<file path="config.mk">
export PLATFORM = sky130hd
export DESIGN_NAME = safecrack_btn_frontend
export DESIGN_NICKNAME = d
export VERILOG_FILES = /design/src/rtl/safecrack_pkg.sv /design/src/rtl/safecrack_debounce.sv /design/src/rtl/safecrack_btn_frontend.sv
export SDC_FILE = /design/constraint.sdc
export NUM_CORES = 1
export LEC_CHECK = 0
export CAP_MARGIN = 10
export CORE_ASPECT_RATIO = 0.8
export CORE_MARGIN = 3
export CORE_UTILIZATION = 35
export CTS_CLUSTER_DIAMETER = 80
export DETAILED_ROUTE_END_ITERATION = 8
export GPL_TIMING_DRIVEN = 0
export PLACE_DENSITY = 0.5
export SLEW_MARGIN = 0
export SYNTH_ARGS = -nofsm -noshare
export SYNTH_HDL_FRONTEND = slang
export SYNTH_SLANG_ARGS = --single-unit
</file>
<file path="constraint.sdc">
create_clock -name clk -period 4.3 [get_ports clk]
set_input_delay 0.43 -clock clk [delete_from_list [all_inputs] [get_ports clk]]
set_output_delay 0.43 -clock clk [all_outputs]
set_load 0.005 [all_outputs]
</file>
<file path="src/rtl/safecrack_pkg.sv">
`default_nettype none
// +------------------------------------------------------------------+
// | safecrack_pkg: shared types/constants for the safecrack frontend |
// | Rev 1.0                                                          |
// +------------------------------------------------------------------+
package safecrack_pkg;

  localparam logic [3:0] BTN_IDLE = 4'b1111;

  typedef enum logic [0:0] {
    IDLE     = 1'b0,
    WAIT_REL = 1'b1
  } fe_state_t;

  // True when exactly one of the active-low bits is pressed.
  function automatic logic onehot_low(input logic [3:0] v);
    logic [2:0] zeros;
    zeros = '0;
    for (int i = 0; i < 4; i++) begin
      zeros = zeros + {2'b00, ~v[i]};
    end
    return (zeros == 3'd1);
  endfunction

endpackage
`default_nettype wire

</file>
<file path="src/rtl/safecrack_debounce.sv">
`default_nettype none
// +------------------------------------------------------------------+
// | safecrack_debounce: 2-flop synchronizer + stability counter      |
// | Rev 1.0                                                          |
// +------------------------------------------------------------------+
module safecrack_debounce #(
  parameter int DEBOUNCE_CYCLES = 1_000_000
) (
  input  logic clk,
  input  logic rst,
  input  logic din,
  output logic dout
);

  localparam int c_cnt_w = $clog2(DEBOUNCE_CYCLES);
  localparam logic [c_cnt_w-1:0] c_cnt_last = c_cnt_w'(DEBOUNCE_CYCLES - 1);

  logic               r_sync1;
  logic               r_sync2;
  logic               r_db;
  logic [c_cnt_w-1:0] r_cnt;

  always_ff @(posedge clk) begin
    if (rst) begin
      r_sync1 <= 1'b1;
      r_sync2 <= 1'b1;
      r_db    <= 1'b1;
      r_cnt   <= '0;
    end else begin
      r_sync1 <= din;
      r_sync2 <= r_sync1;
      // Any sample agreeing with the accepted level restarts the count.
      if (r_sync2 != r_db) begin
        if (r_cnt == c_cnt_last) begin
          r_db  <= r_sync2;
          r_cnt <= '0;
        end else begin
          r_cnt <= r_cnt + 1'b1;
        end
      end else begin
        r_cnt <= '0;
      end
    end
  end

  assign dout = r_db;

endmodule
`default_nettype wire

</file>
<file path="src/rtl/safecrack_btn_frontend.sv">
`default_nettype none
// +------------------------------------------------------------------+
// | safecrack_btn_frontend: debounced press codes, ms pulse, 1s tick |
// | Rev 1.0                                                          |
// +------------------------------------------------------------------+
module safecrack_btn_frontend
  import safecrack_pkg::*;
#(
  parameter int DEBOUNCE_CYCLES = 1_000_000,
  parameter int TICK_CYCLES     = 50_000_000
) (
  input  logic       clk,
  input  logic       rst,
  input  logic [3:0] btn_raw,
  input  logic       ms_raw,
  input  logic       tick_clr,
  output logic [3:0] btn_out,
  output logic       btn_valid,
  output logic       ms_pulse,
  output logic       multi_err,
  output logic       sec_tick
);

  localparam int c_tick_w = $clog2(TICK_CYCLES);
  localparam logic [c_tick_w-1:0] c_tick_last = c_tick_w'(TICK_CYCLES - 1);

  logic [3:0] w_btn_db;
  logic       w_ms_db;

  generate
    for (genvar i = 0; i < 4; i++) begin : g_btn
      safecrack_debounce #(
        .DEBOUNCE_CYCLES(DEBOUNCE_CYCLES)
      ) u_db (
        .clk (clk),
        .rst (rst),
        .din (btn_raw[i]),
        .dout(w_btn_db[i])
      );
    end
  endgenerate

  safecrack_debounce #(
    .DEBOUNCE_CYCLES(DEBOUNCE_CYCLES)
  ) u_db_ms (
    .clk (clk),
    .rst (rst),
    .din (ms_raw),
    .dout(w_ms_db)
  );

  fe_state_t  r_state;
  fe_state_t  w_state_nxt;
  logic [3:0] r_btn_out;
  logic [3:0] w_btn_out_nxt;
  logic       r_valid;
  logic       w_valid_nxt;
  logic       r_merr;
  logic       w_merr_nxt;

  always_ff @(posedge clk) begin
    if (rst) begin
      r_state   <= IDLE;
      r_btn_out <= BTN_IDLE;
      r_valid   <= 1'b0;
      r_merr    <= 1'b0;
    end else begin
      r_state   <= w_state_nxt;
      r_btn_out <= w_btn_out_nxt;
      r_valid   <= w_valid_nxt;
      r_merr    <= w_merr_nxt;
    end
  end

  // A press is reported once; everything else waits for a full release.
  always_comb begin
    w_state_nxt   = r_state;
    w_btn_out_nxt = BTN_IDLE;
    w_valid_nxt   = 1'b0;
    w_merr_nxt    = 1'b0;
    case (r_state)
      IDLE: begin
        if (onehot_low(w_btn_db)) begin
          w_valid_nxt   = 1'b1;
          w_btn_out_nxt = w_btn_db;
          w_state_nxt   = WAIT_REL;
        end else if (w_btn_db != BTN_IDLE) begin
          w_merr_nxt  = 1'b1;
          w_state_nxt = WAIT_REL;
        end
      end
      WAIT_REL: begin
        if (w_btn_db == BTN_IDLE) begin
          w_state_nxt = IDLE;
        end
      end
      default: w_state_nxt = IDLE;
    endcase
  end

  logic r_ms_prev;
  logic r_ms_pulse;

  always_ff @(posedge clk) begin
    if (rst) begin
      r_ms_prev  <= 1'b1;
      r_ms_pulse <= 1'b0;
    end else begin
      r_ms_prev  <= w_ms_db;
      r_ms_pulse <= r_ms_prev & ~w_ms_db;
    end
  end

  logic [c_tick_w-1:0] r_tick_cnt;
  logic                r_sec_tick;

  always_ff @(posedge clk) begin
    if (rst || tick_clr) begin
      r_tick_cnt <= '0;
      r_sec_tick <= 1'b0;
    end else if (r_tick_cnt == c_tick_last) begin
      r_tick_cnt <= '0;
      r_sec_tick <= 1'b1;
    end else begin
      r_tick_cnt <= r_tick_cnt + 1'b1;
      r_sec_tick <= 1'b0;
    end
  end

  assign btn_out   = r_btn_out;
  assign btn_valid = r_valid;
  assign multi_err = r_merr;
  assign ms_pulse  = r_ms_pulse;
  assign sec_tick  = r_sec_tick;

endmodule
`default_nettype wire

</file>
==> results of run 1 <==
[layout make-up]
class	instances	area, um2
plain buffers	19	124
clock buffers	20	457
clock inverters	12	223
fillers	1786	10600
inverters	30	113
multi-input cells	538	3300
flip-flops and latches	151	3020
well taps	253	317
repair buffers	15	150
[flip-flops by register name (all words and copies together), names as in the netlist]
register            flops
g_btn.u_db.r_sync2      4
g_btn.u_db.r_sync1      4
g_btn.u_db.r_cnt       80
u_db_ms.r_sync1         1
r_state                 1
ms_pulse                1
btn_out                 4
u_db_ms.r_sync2         1
g_btn.u_db.dout         4
r_tick_cnt             26
sec_tick                1
u_db_ms.r_cnt          20
multi_err               1
r_ms_prev               1
u_db_ms.dout            1
btn_valid               1
[logic make-up (layout without fill, tap and decap cells)]
family | Yosys count | after routing
simple gates | 363 | 363
flops | 151 | 151
xor+xnor | 86 | 86
compound gates | 79 | 79
buf+inv | 49 | 96
fa+ha+maj | 10 | 10
[Yosys cell counts (all sizes together)]
cell and number:
dfxtp 151, inv 30, nand2b 1, nand2 37, and2 4, bufbuf 1, fa 1, nand3 43
nand4 39, o31ai 9, nor3b 4, xnor2 45, nor4bb 4, or4b 2, o211ai 3, or2 17
clkbuf 14, and3 10, nor4b 3, nand4b 4, nor2 105, xor2 41, a41o 1, nor3 16
or3 27, buf 4, ha 9, o21ai 30, and4 13, or4 16, o21bai 1, or3b 3
a21oi 33, a31o 2, nor4 15
[stage by stage]
step	setup slack, ns	hold WS (ns)
6_report	1.93	0.401
3_5_place_dp	1.88	0.393
4_1_cts	1.86	0.407
3_3_place_gp	1.92	0.393
5_1_grt	1.68	0.418
2_1_floorplan	2.23	0.389
[worst register-to-register path, cell delays in order (launching register included)]
cell and delay, ns:
dfxtp_1 0.39, ha_1 0.20, nand3_1 0.27, or2_2 0.43, o21bai_1 0.54, buf_2 0.34
nor2_1 0.08
[metal layers]
| metal | wire (um) | part of all wire [%] |
|---|---|---|
| met5 | 0 | 0 |
| met4 | 63 | 0.47 |
| met3 | 395 | 2.9 |
| met2 | 5830 | 43 |
| met1 | 7160 | 53 |
[worst min path at each step]
| stage | start | to | slack, ns | cells past startpoint |
|---|---|---|---|---|
| 3_5_place_dp | g_btn[0].u_db.r_sync1 | g_btn[0].u_db.r_sync2 | 0.39 | 1 |
| 3_3_place_gp | g_btn[3].u_db.r_sync1 | g_btn[3].u_db.r_sync2 | 0.39 | 1 |
| 6_report | g_btn[3].u_db.r_sync1 | g_btn[3].u_db.r_sync2 | 0.40 | 1 |
| 5_1_grt | g_btn[3].u_db.r_sync1 | g_btn[3].u_db.r_sync2 | 0.42 | 1 |
| 2_1_floorplan | g_btn[0].u_db.r_sync1 | g_btn[0].u_db.r_sync2 | 0.39 | 1 |
| 4_1_cts | g_btn[3].u_db.r_sync1 | g_btn[3].u_db.r_sync2 | 0.41 | 1 |
[power by group]
group	switching (uW)	total, uW	internal [uW]
sequential	4.19	1410	1410
clock	582	1700	1120
combinational	22.0	40.1	18.1
total	608	3150	2540
==> results.md, run 1 <==
- Die area: 20,400 um2
- Max-slew headroom: 57.7%
- Worst skew pair latency: 0.42 ns
- CTS Buf Count: 17
- Util after Layout: 42.2%
- Initial Util: 35.9%
- Fraction of layout cells with a size suffix above 1: 7.90%
- Residual DRC: 0
- CTS resizes: 0
- Path depth of the worst reg2reg path: 6
- Worst setup path class: flop to flop
- Yosys top cell area share: 46.1%
- Top Family by Delay on Critical Path: simple AND/OR/NAND/NOR gates
- Critical path startpoint category: flop
- Initial DRC count: 228
- # clock sinks: 151
- Setup crit end: g_btn[0].u_db.r_cnt[13]
- RR Endpoint: g_btn[0].u_db.r_cnt[13]
- Yosys reg bits: 151
- Post-Synth Simple-Gate Area: 29.8%
- FP Rows: 44
- GRT Util Overall: 13.4%
- Die H: 128 um
- GR Util met2: 20.5%
- Mux contribution to synthesized area: 0%
- Via density: 4.97
- Pins over their slew limit: 0
- Post-CTS Hold Buffers: 0
- Largest net degree at the start of global routing: 17
- Required time worst endpoint: 4.61 ns
- Maximum root-to-sink buffer count: 2
- Syn nets: 756
- RSZ-0062 raised after global routing: false
- GR peak layer: met2
- IO buf count: 15
- Max Clk Rate: 0.422 GHz
- P_leak: 0.00238 uW
- Sequential-to-total area share from yosys stat: 46.1%
- # H-tree levels: 4
- Tightest Hold Check Type: flop to flop
- Root buf cell: clkbuf_16
- Post-route insts no fill: 1,038
- Largest cells by area after synthesis: dfxtp_1, nor2_1, xnor2_1
- Commonest cells after routing, fill and taps aside: dfxtp_1, nor2_1, xnor2_1
- Slew @ Worst Pin: 0.633 ns
- Post-layout min period: 2.37 ns
- Vias: 5,155
- Vias in the first global route: 4,745
- Setup Viol. Count Final: 0
- MaxCap Viol Count: 0
- PwrDens: 409 nW/um2
- Most common cell after layout, fill and taps aside: dfxtp_1
- Buf/Inv on CP: 1
- Inst Count DP: 1,006
- DRT Pass-1 Iters: 4
- Die width: 159 um
- Reg2Reg Setup Slack: 1.93 ns
- Setup TNS: 0 ns
- Final Hold Viols: 0
- Xor and xnor area share after synthesis: 11.5%
- Post-synthesis cell count: 738
- Nets: 790
- Routed Antenna Nets: 0
- Total grt overflow: 0
- Period utilization: 55.0%
- Post-Synth Adder-Cell Area: 2.02%
- Wire per inst: 13.0 um
- Placement Cell Area: 7030 um2
- Hpwl dp: 9.54 mm
- Antenna cells: 0
- Placer Congestion: 0.743
- CTS tree: built
- Setup Fix Bufs, Post-CTS: 0
- Worst Path Arrival: 2.67 ns
- Synth Area in Compound Gates: 7.06%
- Initial antenna violation count: 0
- Maximum VDD drop: 0.243 mV
- Reg clk slew, reported paths: 0.06 ns
- Layout area overhead: 17.5%
- Worst path max stage delay: 0.54 ns
- Synth Cell Area: 6560 um2
- Netlist cell types: 39
- Most area-hungry cell type in the Yosys netlist: dfxtp_1
- Total Power: 3150 uW
- Setup crit end kind: flop
- IO Pins: 16
- Crit-path cells: ha_1, nand3_1, or2_2, o21bai_1, buf_2, nor2_1
- CP Depth: 6
- CP max-delay cell: o21bai_1
- Worst-path fanout max: 10
- YS warnings: 0
- Outcome: complete, no violations
- Syn Area/Cell: 8.89 um2
- Worst Skew: 0.0119 ns
- Fin area: 7710 um2
- Largest family of logic cells by synthesized area: simple AND/OR/NAND/NOR gates
- M3 GR Usage: 3.60%
- RR Startpoint: g_btn[0].u_db.r_cnt[0]
- Final wirelength: 13.4 mm
- Grt met1 use: 18.5%
- Critical path startpoint: g_btn[0].u_db.r_cnt[0]
- Core Footprint: 18,300 um2
- First-pass GRT wire length: 22.6 mm
No activity file was read; power rests on OpenSTA's default activity.
==> run 2: changes to the inputs <==
- clock period: 4.3 -> 2.45 ns (I/O delays scaled with it)
==> run 2 against run 1 <==
Register-to-register slack lost 1.7 ns. Combinational power grew 76%. Sequential share of layout area shrank 0.051 points. Hold slack lost 0.013 ns. Highest routed layer unchanged. Worst setup slack lost 1.7 ns. Final cell count is the same. Non-clock buffer count is the same. Critical path type unchanged. Global-route usage is the same.
==> results.md, run 2 (synthesized netlist as in run 1, its figures left out) <==
- Outcome: complete, no violations
- Antenna cells: 0
- Largest net degree at the start of global routing: 17
- CTS tree: built
- Layout area overhead: 17.6%
- Max FFs per register: 80
- Post-CTS Hold Buffers: 0
- # H-tree levels: 4
- M3 GR Usage: 3.60%
- GR Util met2: 20.5%
- Max-slew headroom: 59.6%
- Slew @ Worst Pin: 0.601 ns
- Worst-path fanout max: 5
- Final setup margin: 0.189 ns
- P_leak: 0.00239 uW
- Grt met1 use: 18.5%
- Pins over their slew limit: 0
- Initial Util: 35.9%
- Die width: 159 um
- Required time worst endpoint: 2.75 ns
- PwrDens: 717 nW/um2
- Placer Congestion: 0.743
- Worst skew pair latency: 0.42 ns
- Worst Skew: 0.00814 ns
- Fin area: 7720 um2
- IO buf count: 15
- GR peak layer: met2
- DRT Pass-1 Iters: 4
- Vias: 5,173
- Commonest cells after routing, fill and taps aside: dfxtp_1, nor2_1, xnor2_1
- FP Rows: 44
- # clock sinks: 151
- Reg clk slew, reported paths: 0.06 ns
- Residual DRC: 0
- Wire per inst: 13.0 um
- Fraction of layout cells with a size suffix above 1: 8.28%
- Tightest Hold Check Type: primary input to flop
- Final wirelength: 13.5 mm
- Maximum root-to-sink buffer count: 2
- Final Hold Viols: 0
- Setup TNS: 0 ns
- Setup WS pre-CTS: 0.0296 ns
- MaxCap Viol Count: 0
- Most frequent cell on the critical path: ha_1
- GRT Util Overall: 13.4%
- Most common cell after layout, fill and taps aside: dfxtp_1
- Worst Path Arrival: 2.56 ns
- Max Clk Rate: 0.442 GHz
- Die H: 128 um
- Worst setup path class: flop to flop
- Via density: 4.98
- Vias in the first global route: 4,745
- CP max-delay cell: fa_1
- Initial antenna violation count: 0
- Placement Cell Area: 7030 um2
- Critical path startpoint category: flop
- Post-layout min period: 2.26 ns
- CTS Buf Count: 17
- CTS resizes: 0
- Root buf cell: clkbuf_16
- Die area: 20,400 um2
- Nets: 790
- Top Family by Delay on Critical Path: adder cells
- Biggest regs: g_btn.u_db.r_cnt x80, r_tick_cnt x26, u_db_ms.r_cnt x20
- Routed Antenna Nets: 0
- IO Pins: 16
- Period utilization: 92.3%
- Setup Fix Bufs, Post-CTS: 0
- Setup crit end kind: flop
- Setup Viol. Count Final: 0
- Maximum VDD drop: 0.427 mV
- Initial DRC count: 209
- Biggest register: g_btn.u_db.r_cnt
- Buf/Inv on CP: 1
- Hpwl dp: 9.54 mm
- First-pass GRT wire length: 22.6 mm
- Worst path max stage delay: 0.55 ns
- Crit-path cells: fa_1, inv_1, ha_1, ha_1, nor3b_2, nand2_1, or2_2
- RSZ-0062 raised after global routing: false
- Core Footprint: 18,300 um2
- Total grt overflow: 0
==> run 2: cell counts in the layout (fill, tap and decap cells not counted) <==
Identical to the previous run, type by type.
==> run 2: worst paths after layout <==
path / startpoint / to / slack (ns) / cells past startpoint
max reg2reg: g_btn[0].u_db.dout / btn_out[0] / 0.19 / 7
max: g_btn[0].u_db.dout / btn_out[0] / 0.19 / 7
min: btn_raw[2] / g_btn[2].u_db.r_sync1 / 0.39 / 2
min reg2reg: g_btn[3].u_db.r_sync1 / g_btn[3].u_db.r_sync2 / 0.41 / 1
==> run 2: per-stage QoR <==
step | cells | hold slack (ns) | utilization (%) | power, uW
final | 1038 | 0.388 | 42.2 | 5540
after global routing | 1038 | 0.383 | 42.2 | 5730
after CTS | 1038 | 0.368 | 42.2 | 5610
after detailed placement | 1006 | 0.393 | 38.4 | 2600
after global placement | 1006 | 0.393 | 38.4 | 2600
after floorplan | 738 | 0.349 | - | 2570
==> run 2: area by class of cell <==
cell class | count | area, um2
Fill cell | 1787 | 10600
Multi-Input combinational cell | 538 | 3310
Sequential cell | 151 | 3020
Clock buffer | 20 | 457
Tap cell | 253 | 317
Clock inverter | 12 | 223
Timing Repair Buffer | 15 | 150
Buffer | 19 | 125
Inverter | 30 | 113
==> run 2: routing by layer <==
metal | wire length [um] | part of all wire, % | up-vias
met5 | 0 | 0 | -
met4 | 152 | 1.1 | 0
met3 | 498 | 3.7 | 14
met2 | 5760 | 43 | 57
met1 | 7040 | 52 | 2431
li1 | - | - | 2671
==> run 2: power by group <==
group / total [uW] / internal [uW] / leakage, uW / switching [uW]
logic: 70.6 / 32.0 / 0.000846 / 38.6
registers: 2470 / 2470 / 0.00122 / 7.37
clock network: 2990 / 1960 / 0.000326 / 1030
==> run 2: worst register-to-register path, stage by stage, from the launching register on <==
cell and delay [ns]:
dfxtp_1 0.37, fa_1 0.55, inv_1 0.04, ha_1 0.17
ha_1 0.28, nor3b_2 0.22, nand2_1 0.17, or2_2 0.33
==> run 3: changes to the inputs <==
- PLACE_DENSITY: 0.5 -> unset
==> run 3 against run 2 <==
Final area fell by 0.34%. Clock power down 3%. Wire length is 8.6% lower. Sequential power about the same. Core utilization down 0.14 points.
==> results.md, run 3 (synthesized netlist as in run 1, its figures left out) <==
- FP Rows: 44
- MaxCap Viol Count: 0
- Register area: 3020 um2
- Met3 routed WL: 436 um
- Worst skew pair latency: 0.42 ns
- Total grt overflow: 0
- IO buf count: 15
- Die area: 20,400 um2
- First-pass GRT wire length: 21.6 mm
- WL met1: 6.67 mm
- Maximum root-to-sink buffer count: 2
- RR Endpoint: btn_out[0]
- Largest net degree at the start of global routing: 17
- Setup Viol. Count Final: 0
- Max-slew headroom: 54.9%
- Reg clk slew, reported paths: 0.06 ns
- Placer Congestion: 0.759
- Vias: 5,051
- Via density: 4.87
- Setup crit end kind: flop
- CTS tree: built
- Layout area overhead: 17.2%
- DRT Pass-1 Iters: 4
- CTS Buf Count: 17
- Post-layout min period: 2.26 ns
- Util after Layout: 42.1%
- Worst Skew: 0.00945 ns
- Biggest regs: g_btn.u_db.r_cnt x80, r_tick_cnt x26, u_db_ms.r_cnt x20
- Initial antenna violation count: 0
- Final wirelength: 12.3 mm
- PwrDens: 709 nW/um2
- Residual DRC: 0
- Hpwl dp: 8.50 mm
- Reg2Reg Setup Slack: 0.19 ns
- Die width: 159 um
- Antenna cells: 0
- Total Power: 5460 uW
- Most common cell after layout, fill and taps aside: dfxtp_1
- Path depth of the worst reg2reg path: 7
- Vias in the first global route: 4,584
- Slew @ Worst Pin: 0.670 ns
- Max FFs per register: 80
- Maximum VDD drop: 0.411 mV
- # clock sinks: 151
- Footprint of the multi-input gates: 3300 um2
- Critical path startpoint category: flop
- GRT Util Overall: 12.7%
- Final Hold Viols: 0
- Setup crit end: btn_out[0]
- Initial DRC count: 284
- IO Pins: 16
- Max Clk Rate: 0.443 GHz
- Top Layer Used: met4
- Worst-path fanout max: 5
- Nets: 790
- Outcome: complete, no violations
- Post-CTS Hold Buffers: 0
- Pins over their slew limit: 0
- Fraction of layout cells with a size suffix above 1: 8.03%
- Fill cells: 1,850
- Met2 WL: 5.04 mm
- RR Startpoint: g_btn[0].u_db.dout
- Core Footprint: 18,300 um2
- Worst setup path class: flop to flop
- RSZ-0062 raised after global routing: false
- Worst Path Arrival: 2.56 ns
- P_leak: 0.00237 uW
- Initial Util: 35.9%
- Tightest Hold Check Type: primary input to flop
- Root buf cell: clkbuf_16
- Wire per inst: 11.9 um
- Setup TNS: 0 ns
- Required time worst endpoint: 2.75 ns
- Die H: 128 um
- Routed Antenna Nets: 0
- Biggest register: g_btn.u_db.r_cnt
- Commonest cells after routing, fill and taps aside: dfxtp_1, nor2_1, xnor2_1
- # H-tree levels: 4
- Critical path startpoint: g_btn[0].u_db.dout
- Period utilization: 92.2%
-- run 3: cell count changes in the layout (fill, tap and decap cells not counted), sizes merged --
cell | before | now
clkbuf | 34 | 32
clkinvlp | 2 | 4
-- run 3: layer usage --
| metal | GRT usage [%] | vias to the layer above |
|---|---|---|
| li1 | - | 2672 |
| met1 | 17.6 | 2303 |
| met2 | 19.1 | 63 |
| met3 | 3.64 | 13 |
| met4 | 4.01 | 0 |
| met5 | 0 | - |
-- run 3: worst min path at each step --
stage          slack, ns                    end       startpoint  cells past startpoint
6_report            0.40  g_btn[2].u_db.r_sync1       btn_raw[2]                      2
5_1_grt             0.39        u_db_ms.r_sync1           ms_raw                      2
4_1_cts             0.38  g_btn[2].u_db.r_sync1       btn_raw[2]                      2
3_5_place_dp        0.39        u_db_ms.r_sync2  u_db_ms.r_sync1                      1
3_3_place_gp        0.39        u_db_ms.r_sync2  u_db_ms.r_sync1                      1
2_1_floorplan       0.35  g_btn[0].u_db.r_sync1       btn_raw[0]                      1
-- run 3: worst max-delay path: stages, from the launching register on --
cell and delay (ns):
dfxtp_1 0.36, fa_1 0.55, inv_1 0.05, ha_1 0.18
ha_1 0.27, nor3b_1 0.27, nand2_1 0.17, or2_2 0.30
-- run 3: repair_timing --
action,4_1_cts,5_1_grt
setup endpoints to repair,0,10
setup buffers,0,0
resized for setup,0,1
-- run 3: layout make-up --
| type | instances | area share (%) |
|---|---|---|
| plain buffers | 19 | 1.61 |
| clock buffers | 18 | 5.58 |
| clock inverters | 14 | 2.99 |
| inverters | 30 | 1.46 |
| multi-input cells | 538 | 43.0 |
| flip-flops and latches | 151 | 39.3 |
| well taps | 253 | 4.12 |
| repair buffers | 15 | 1.95 |
-- run 3: stage by stage --
step	setup slack (ns)	cells	instance area [um2]	hold slack (ns)
2_1_floorplan	0.376	738	6560	0.349
3_3_place_gp	0.0711	1006	7030	0.391
3_5_place_dp	0.0762	1006	7030	0.393
4_1_cts	0.0659	1038	7690	0.383
5_1_grt	0.0236	1038	7690	0.394
6_report	0.190	1038	7690	0.404
-- run 3: report_power, final --
part / switching [uW] / internal (uW)
Clock: 1010 / 1900
Sequential: 7.11 / 2470
Combinational: 38.6 / 32.0
